$ cat src/rtl/alu_pkg.sv
// +----------------------------------------------------------------------+
// | alu_pkg                                                              |
// | Shared ALU control codes, slice op encodings and sequencer states.   |
// | Revision: 1.0                                                        |
// +----------------------------------------------------------------------+
`default_nettype none

package alu_pkg;

    localparam logic [3:0] ALU_CTRL_AND = 4'b0000;
    localparam logic [3:0] ALU_CTRL_OR  = 4'b0001;
    localparam logic [3:0] ALU_CTRL_ADD = 4'b0010;
    localparam logic [3:0] ALU_CTRL_SUB = 4'b0110;
    localparam logic [3:0] ALU_CTRL_SLT = 4'b0111;
    localparam logic [3:0] ALU_CTRL_NOR = 4'b1100;

    localparam logic [1:0] OP_AND = 2'b00;
    localparam logic [1:0] OP_OR  = 2'b01;
    localparam logic [1:0] OP_SUM = 2'b10;
    localparam logic [1:0] OP_SLT = 2'b11;

    typedef enum logic [1:0] {
        ST_IDLE = 2'd0,
        ST_RUN  = 2'd1,
        ST_DONE = 2'd2
    } state_t;

endpackage

`default_nettype wire

$ cat src/rtl/serial_alu_slice.sv
// +----------------------------------------------------------------------+
// | serial_alu_slice                                                     |
// | Combinational 1-bit ALU slice: AND / OR / SUM / LESS pass-through.   |
// | Revision: 1.0                                                        |
// +----------------------------------------------------------------------+
`default_nettype none

module serial_alu_slice
    import alu_pkg::*;
(
    input  logic       in1,
    input  logic       in2,
    input  logic       carryIn,
    input  logic       ainvert,
    input  logic       binvert,
    input  logic       less,
    input  logic [1:0] op,
    output logic       result,
    output logic       carryOut
);

    logic a_eff;
    logic b_eff;
    logic sum;

    assign a_eff    = ainvert ? ~in1 : in1;
    assign b_eff    = binvert ? ~in2 : in2;
    assign sum      = a_eff ^ b_eff ^ carryIn;
    assign carryOut = (a_eff & b_eff) | (a_eff & carryIn) | (b_eff & carryIn);

    always_comb begin
        result = 1'b0;
        case (op)
            OP_AND:  result = a_eff & b_eff;
            OP_OR:   result = a_eff | b_eff;
            OP_SUM:  result = sum;
            OP_SLT:  result = less;
            default: result = 1'b0;
        endcase
    end

endmodule

`default_nettype wire

$ cat src/rtl/serial_alu_seq.sv
// +----------------------------------------------------------------------+
// | serial_alu_seq                                                       |
// | Bit-serial WIDTH-bit ALU sequencer driving one serial_alu_slice,     |
// | LSB first. Option macro: SERIAL_ALU_SLT_OVF_FIX_EN (overflow-correct |
// | signed SLT).                                                         |
// | Revision: 1.0                                                        |
// +----------------------------------------------------------------------+
`default_nettype none

module serial_alu_seq
    import alu_pkg::*;
#(
    parameter int WIDTH = 8
) (
    input  logic             clk,
    input  logic             rst_n,
    input  logic             start,
    input  logic [3:0]       alu_ctrl,
    input  logic [WIDTH-1:0] a,
    input  logic [WIDTH-1:0] b,
    output logic             ready,
    output logic             done,
    output logic [WIDTH-1:0] result,
    output logic             zero,
    output logic             overflow
);

    localparam int              IDX_W    = $clog2(WIDTH);
    localparam logic [IDX_W-1:0] IDX_LAST = IDX_W'(WIDTH - 1);

    state_t           state;
    state_t           state_nxt;
    logic             accept;

    logic [WIDTH-1:0] a_q;
    logic [WIDTH-1:0] b_q;
    logic [3:0]       ctrl_q;
    logic [IDX_W-1:0] idx;
    logic             carry;
    logic [WIDTH-1:0] result_sh;

    logic [1:0]       slice_op;
    logic             slice_res;
    logic             slice_cout;
    logic             last_bit;
    logic [WIDTH-1:0] res_final;
    logic             set_bit;
    logic             ovf_bit;
    logic             less_bit;
    logic [WIDTH-1:0] out_res;
    logic             out_ovf;

    // SLT runs the subtraction through the sum path; the less input stays 0.
    assign slice_op = (ctrl_q[1:0] == OP_SLT) ? OP_SUM : ctrl_q[1:0];

    serial_alu_slice u_slice (
        .in1      (a_q[idx]),
        .in2      (b_q[idx]),
        .carryIn  (carry),
        .ainvert  (ctrl_q[3]),
        .binvert  (ctrl_q[2]),
        .less     (1'b0),
        .op       (slice_op),
        .result   (slice_res),
        .carryOut (slice_cout)
    );

    assign last_bit  = (idx == IDX_LAST);
    assign res_final = {slice_res, result_sh[WIDTH-1:1]};
    assign set_bit   = slice_res;
    assign ovf_bit   = carry ^ slice_cout;

`ifdef SERIAL_ALU_SLT_OVF_FIX_EN
    assign less_bit = set_bit ^ ovf_bit;
`else
    assign less_bit = set_bit;
`endif

    // Final values, meaningful only while the MSB is in the slice.
    always_comb begin
        out_res = '0;
        out_ovf = 1'b0;
        case (ctrl_q)
            ALU_CTRL_AND, ALU_CTRL_OR, ALU_CTRL_NOR: begin
                out_res = res_final;
            end
            ALU_CTRL_ADD, ALU_CTRL_SUB: begin
                out_res = res_final;
                out_ovf = ovf_bit;
            end
            ALU_CTRL_SLT: begin
                out_res = {{(WIDTH-1){1'b0}}, less_bit};
            end
            default: begin
                out_res = '0;
                out_ovf = 1'b0;
            end
        endcase
    end

    always_ff @(posedge clk or negedge rst_n) begin
        if (!rst_n) begin
            state <= ST_IDLE;
        end else begin
            state <= state_nxt;
        end
    end

    always_comb begin
        state_nxt = state;
        accept    = 1'b0;
        case (state)
            ST_IDLE: begin
                if (start) begin
                    accept    = 1'b1;
                    state_nxt = ST_RUN;
                end
            end
            ST_RUN: begin
                if (last_bit) begin
                    state_nxt = ST_DONE;
                end
            end
            ST_DONE: begin
                if (start) begin
                    accept    = 1'b1;
                    state_nxt = ST_RUN;
                end else begin
                    state_nxt = ST_IDLE;
                end
            end
            default: begin
                state_nxt = ST_IDLE;
            end
        endcase
    end

    always_ff @(posedge clk or negedge rst_n) begin
        if (!rst_n) begin
            a_q       <= '0;
            b_q       <= '0;
            ctrl_q    <= '0;
            idx       <= '0;
            carry     <= 1'b0;
            result_sh <= '0;
            result    <= '0;
            zero      <= 1'b1;
            overflow  <= 1'b0;
        end else if (accept) begin
            a_q       <= a;
            b_q       <= b;
            ctrl_q    <= alu_ctrl;
            idx       <= '0;
            carry     <= alu_ctrl[2];
            result_sh <= '0;
        end else if (state == ST_RUN) begin
            result_sh <= res_final;
            carry     <= slice_cout;
            if (last_bit) begin
                idx      <= '0;
                result   <= out_res;
                zero     <= (out_res == '0);
                overflow <= out_ovf;
            end else begin
                idx <= idx + IDX_W'(1);
            end
        end
    end

    assign ready = (state == ST_IDLE) || (state == ST_DONE);
    assign done  = (state == ST_DONE);

endmodule

`default_nettype wire

$ cat config.mk
export PLATFORM = sky130hd
export DESIGN_NAME = serial_alu_seq
export DESIGN_NICKNAME = d
export VERILOG_FILES = /design/src/rtl/alu_pkg.sv /design/src/rtl/serial_alu_slice.sv /design/src/rtl/serial_alu_seq.sv
export SDC_FILE = /design/constraint.sdc
export NUM_CORES = 1
export LEC_CHECK = 0
export ABC_AREA = 1
export CELL_PAD_IN_SITES_DETAIL_PLACEMENT = 1
export CELL_PAD_IN_SITES_GLOBAL_PLACEMENT = 1
export CORE_MARGIN = 1.5
export CORE_UTILIZATION = 39
export DETAILED_ROUTE_END_ITERATION = 8
export PLACE_DENSITY = 0.77
export SLEW_MARGIN = 10
export SYNTH_ARGS = -nofsm -noshare
export SYNTH_HDL_FRONTEND = slang
export SYNTH_SLANG_ARGS = --single-unit
$ cat constraint.sdc
create_clock -name clk -period 2.43 [get_ports clk]
set_input_delay 0.3645 -clock clk [delete_from_list [all_inputs] [get_ports clk]]
set_output_delay 0.3645 -clock clk [all_outputs]
set_load 0.005 [all_outputs]
# After elaboration in Yosys (flattened, before gate mapping)
# Cells that the tools add are included.
# totals
latchBits	0
rom_bits	0
regBits	44
out_inout_bits	12
wordCells	72
mem_bits_rw	0
n_memories	0
inputBits	23
# classes
bitwise	12
shifts	0
magnitude_cmp	1
add_sub_neg	1
n_reduce_logical	11
n_eq_ne	14
n_mul	0
n_div	0
mux	23
# ops
op	count
8-bit 2-to-1 mux	2
8-bit case mux with 2 select lines	1
1-bit 2-to-1 mux	10
3-bit 2-to-1 mux	3
2-bit == test (second input constant)	4
4-bit by 3-bit == test with 1-bit output (second input constant)	2
8-bit logical NOT	1
1-bit binary-select mux with 3-bit select	2
2-bit 2-to-1 mux	3
2-bit case mux with 3 select lines	1
5-bit OR reduction	1
2-bit by 1-bit == test with 1-bit output (second input constant)	2
4-bit by 1-bit == test with 1-bit output (second input constant)	1
4-bit by 2-bit == test with 1-bit output (second input constant)	1
4-bit == test (second input constant)	1
2-bit logical NOT	2
4-bit logical NOT	1
3-bit by 4-bit less-than comparator with 1-bit output (second input constant)	1
2-bit != test (second input constant)	2
1-bit case mux with 4 select lines	1
2-bit OR reduction	2
3-bit by 1-bit adder with 3-bit output (second input constant)	1
1-bit AND	3
3-bit == test (second input constant)	1
other kinds (7)	13

# Longest topological paths before layout
# depth
depth_word	9
mapped_depth	19
depth_no_buf	18

# Cells and area by module
# Synthesis repeated with hierarchy kept, for this count alone.
# unflattened
hier_cells	242
hier_area_um2	2047.0
# by_module_without_submodules
mod	instances	seq_area_each_um2	cells_per_inst	area_per_inst_um2
serial_alu_seq	1	1077.3	223	1929.4
serial_alu_slice	1	0.0	19	117.6

# Worst setup path after synthesis
# No wires, ideal clock.
# synth_path
path_type	reg-to-reg
start	register idx[0]
end	register zero
n_path_buf	1
path_slack_ns	0.329
setup_ns	0.060
path_stages_with_launch	18
required_ns	2.370
period_less_slack_ns	2.101
arrival_ns	2.041
path_cell_list	dfrtp_1 -> buf_6 -> inv_8 -> nand2_1 -> nand3_1 -> nand3_1 -> nand2_1 -> xor2_1 -> inv_1 -> fa_1 -> nand2_1 -> nand2_1 -> nand2_1 -> nand2_1 -> nand2_1 -> nor2_1 -> nand3_1 -> nand2_1
# synth_between
elab_chain_len	9
elab_cells_between_ends	17
classes_between	1 x eq/ne; 8 x mux; 6 x bitwise; 2 x reduce/logical
# synth_rtl
item	line	rtl
start, declared	serial_alu_seq.sv:38	logic [IDX_W-1:0] idx;
start signal, assigned	serial_alu_seq.sv:165	idx <= idx + IDX_W'(1);
1-bit binary-select mux with 3-bit select, on equally long branches	serial_alu_seq.sv:57, serial_alu_seq.sv:58	
1-bit 2-to-1 mux, on equally long branches	serial_alu_seq.sv:57, serial_alu_seq.sv:58	
1-bit NOT, on equally long branches	serial_alu_slice.sv:26, serial_alu_slice.sv:27	
1-bit 2-to-1 mux, on equally long branches	serial_alu_slice.sv:26, serial_alu_slice.sv:27	
1-bit bitwise XOR (2 in series)	serial_alu_slice.sv:28	assign sum = a_eff ^ b_eff ^ carryIn;
1-bit case mux with 4 select lines	serial_alu_slice.sv:33	case (op)
8-bit case mux with 2 select lines	serial_alu_seq.sv:83	case (ctrl_q)
8-bit logical NOT	serial_alu_seq.sv:162	zero <= (out_res == '0);
end signal, assigned	serial_alu_seq.sv:162	
end, declared	serial_alu_seq.sv:24	output logic zero,
# Several ways; a longest one is shown, not always the timed one. The select of a mux whose other input is x is not followed.
# A chain may end at the register's enable or synchronous reset.

# Final worst setup path
# Same ends and word-level chain as after synthesis.

==> flow_summary.yaml <==
status:
  outcome: "complete, no violations"
clock_network:
  cts_hold_buf: 0
  cts_tree: "yes"
  path_clk_slew_ns: 0.09
  root_buffer: "clkbuf_8"
  clk_latency_ns: 0.30
  clock-sinks: 43
  numCtsBuffers: 5
  cts.path.max_buffers: 2
  cts_max_level: 2
drt:
  drt_wl_total_um: 4460
  first_pass_iters: 3
  drt_iter0_markers: 54
  wl_per_cell_um: 12.9
  final_antenna_net_count: 0
  drc_errors: 0
  vias_per_cell: 4.76
  vias: 1641
critical_path:
  critical_path_class: "flop to flop"
  critPathMaxFanout: 6
  r2r_cells: 16
  end_kind: "flop"
  worstReg2RegStart: "idx[0]"
  rrSetupSlack_ns: 0.07
  worst_setup_path_start_kind: "flop"
  arrival_ns: 2.61
  required_ns: 2.68
  r2r_end: "zero"
yosys:
  synth.distinct_cells: 26
  syn_avg_cell_area_sq_um: 8.46
  syn_area_sq_um: 2010
  yosysTopAreaCell: "dfrtp_1"
  ys_warn_count: 0
  syn_nets: 265
  postSynthCellCount: 237
  synth_area_leaders: "dfrtp_1 52%, nand2_1 18%, inv_1 3.6%"
  seq_area_frac_synth: 0.537
  synth-seq-cells: 43
  synth_top_area_share: 0.524
worst_hold_path:
  min_path_type: "primary input to asynchronous set/reset pin"
final_layout:
  final_layout_size_suffix_gt1_frac: 0.147
  layout_common_cells: "87 x nand2_1, 40 x dfrtp_1, 33 x clkdlybuf4s50_1, 18 x inv_1, 12 x nor2_1"
  final_common_cell: "nand2_1"
  post-route-util: 0.534
  nNetsFinal: 305
  fillers: 579
  finalInstanceArea_sq_um: 2590
  num_antenna_cells: 0
  area_delta_synth_final_pct: 29.1
grt:
  antenna_found_initial: 0
  grt_usage: 0.172
  grt_max_degree: 44
  overflow: 0
  grt_pass1_vias: 1648
  grt_pass1_wl_um: 7250
placed_design:
  hpwlAfterDp_um: 3140
  dpl_cell_area_sq_um: 2380
  portBuffers: 34
  place.gp.congestion: 0.752
die:
  die_area_sq_um: 5580
  coreArea_sq_um: 4850
  rows: 25
  ios: 35
  start_util: 0.414
  die_w_um: 74.7
  die_y_um: 74.7
timing:
  setup_viol_count_final: 0
  period_share: 0.972
  finalHoldViolations: 0
  fin_worst_skew_ns: 0.00915
  worstMarginPinSlew_ns: 0.904
  max_freq_mhz: 423
  fin_crit_ns: 2.36
  slew_headroom: 0.397
  holdWs_ns: 0.181
  finalMaxSlewViolations: 0
power:
  peakVddDrop_v: 0.000573
  leakage_uw: 0.00124
  power.density_nw_per_um2: 1350
flow_run:
  max_cap_violations: 0
## critical path, stage by stage (launching register included)
cell	delay (ns)
dfrtp_2	0.41
buf_12	0.13
clkinv_8	0.05
buf_2	0.15
o21ai_1	0.19
nand3_1	0.11
nand2_2	0.12
xor2_2	0.09
fa_1	0.49
nand2_1	0.07
nand2_1	0.08
nand2_2	0.06
nand2_2	0.07
nand2_1	0.05
nor2_1	0.10
nand3_1	0.07
nand2_1	0.08
## sequential cells by signal, indices dropped and copies added (netlist names)
register   cells
a_q            8
b_q            8
carry          1
ctrl_q         4
idx            3
overflow       1
result         8
result_sh      7
state          2
zero           1
## timing repair
action | in CTS | in global routing
hold endpoints to repair | 0 | 0
buffers inserted | 0 | 5
resized for setup | 0 | 26
endpoints found under the setup margin | 0 | 3
## cell usage after synthesis (all sizes together)
| cell | n |
|---|---|
| a22oi | 1 |
| buf | 7 |
| dfrtp | 42 |
| dfstp | 1 |
| fa | 1 |
| ha | 4 |
| inv | 22 |
| nand2 | 98 |
| nand3 | 13 |
| nand4 | 1 |
| nor2 | 13 |
| nor3 | 1 |
| o21a | 1 |
| o21ai | 22 |
| o221ai | 1 |
| o22ai | 5 |
| xor2 | 4 |
## worst max-delay path by stage
| stage | slack, ns | startpoint | to |
|---|---|---|---|
| floorplan | 0.33 | idx[0] | zero |
| global placement | 0.15 | idx[0] | zero |
| detailed placement | 0.04 | idx[0] | zero |
| CTS | 0.03 | idx[0] | zero |
| global route | -0.10 | idx[0] | zero |
| finish | 0.07 | idx[0] | zero |
## cell type report
type                       instances  area (sq um)  share of cell area
tap                               67          83.8              0.0324
timing repair buffer              40           394               0.152
clock inverter                     3          25.0             0.00966
inverter                          22          95.1              0.0367
sequential                        43          1080               0.417
clock buffer                       5          68.8              0.0266
multi-input combinational        165           843               0.326
## metrics by stage
stage / setup TNS (ns) / power, uW / cells / setup WS, ns
2_1_floorplan: 0 / 2320 / 237 / 0.329
3_3_place_gp: 0 / 2740 / 332 / 0.152
3_5_place_dp: 0 / 2800 / 332 / 0.0442
4_1_cts: 0 / 3280 / 340 / 0.0298
5_1_grt: -0.101 / 3840 / 345 / -0.101
6_report: 0 / 3500 / 345 / 0.0677
## kinds of logic after synthesis
| group | count (synthesis) | synth area share |
|---|---|---|
| AOI/OAI and AO/OA | 30 | 0.0824 |
| xor gates and xnor gates | 4 | 0.0175 |
| buffers and inverters | 29 | 0.0699 |
| DFF | 43 | 0.537 |
| adders and majority gates | 5 | 0.0349 |
| and+or+nand+nor | 126 | 0.258 |
## power breakdown
part	switching, uW	total [uW]	internal (uW)
Sequential	242	1290	1040
Clock	262	468	206
Combinational	984	1750	764
Total	1490	3500	2010
## per-layer routing
metal	vias to the layer above	share of wire	track usage
li1	825	-	-
met1	783	0.43	0.201
met2	27	0.53	0.313
met3	6	0.028	0.0321
met4	0	0.014	0.0667
met5	-	0	0
Power figures use the tool's default switching activity.
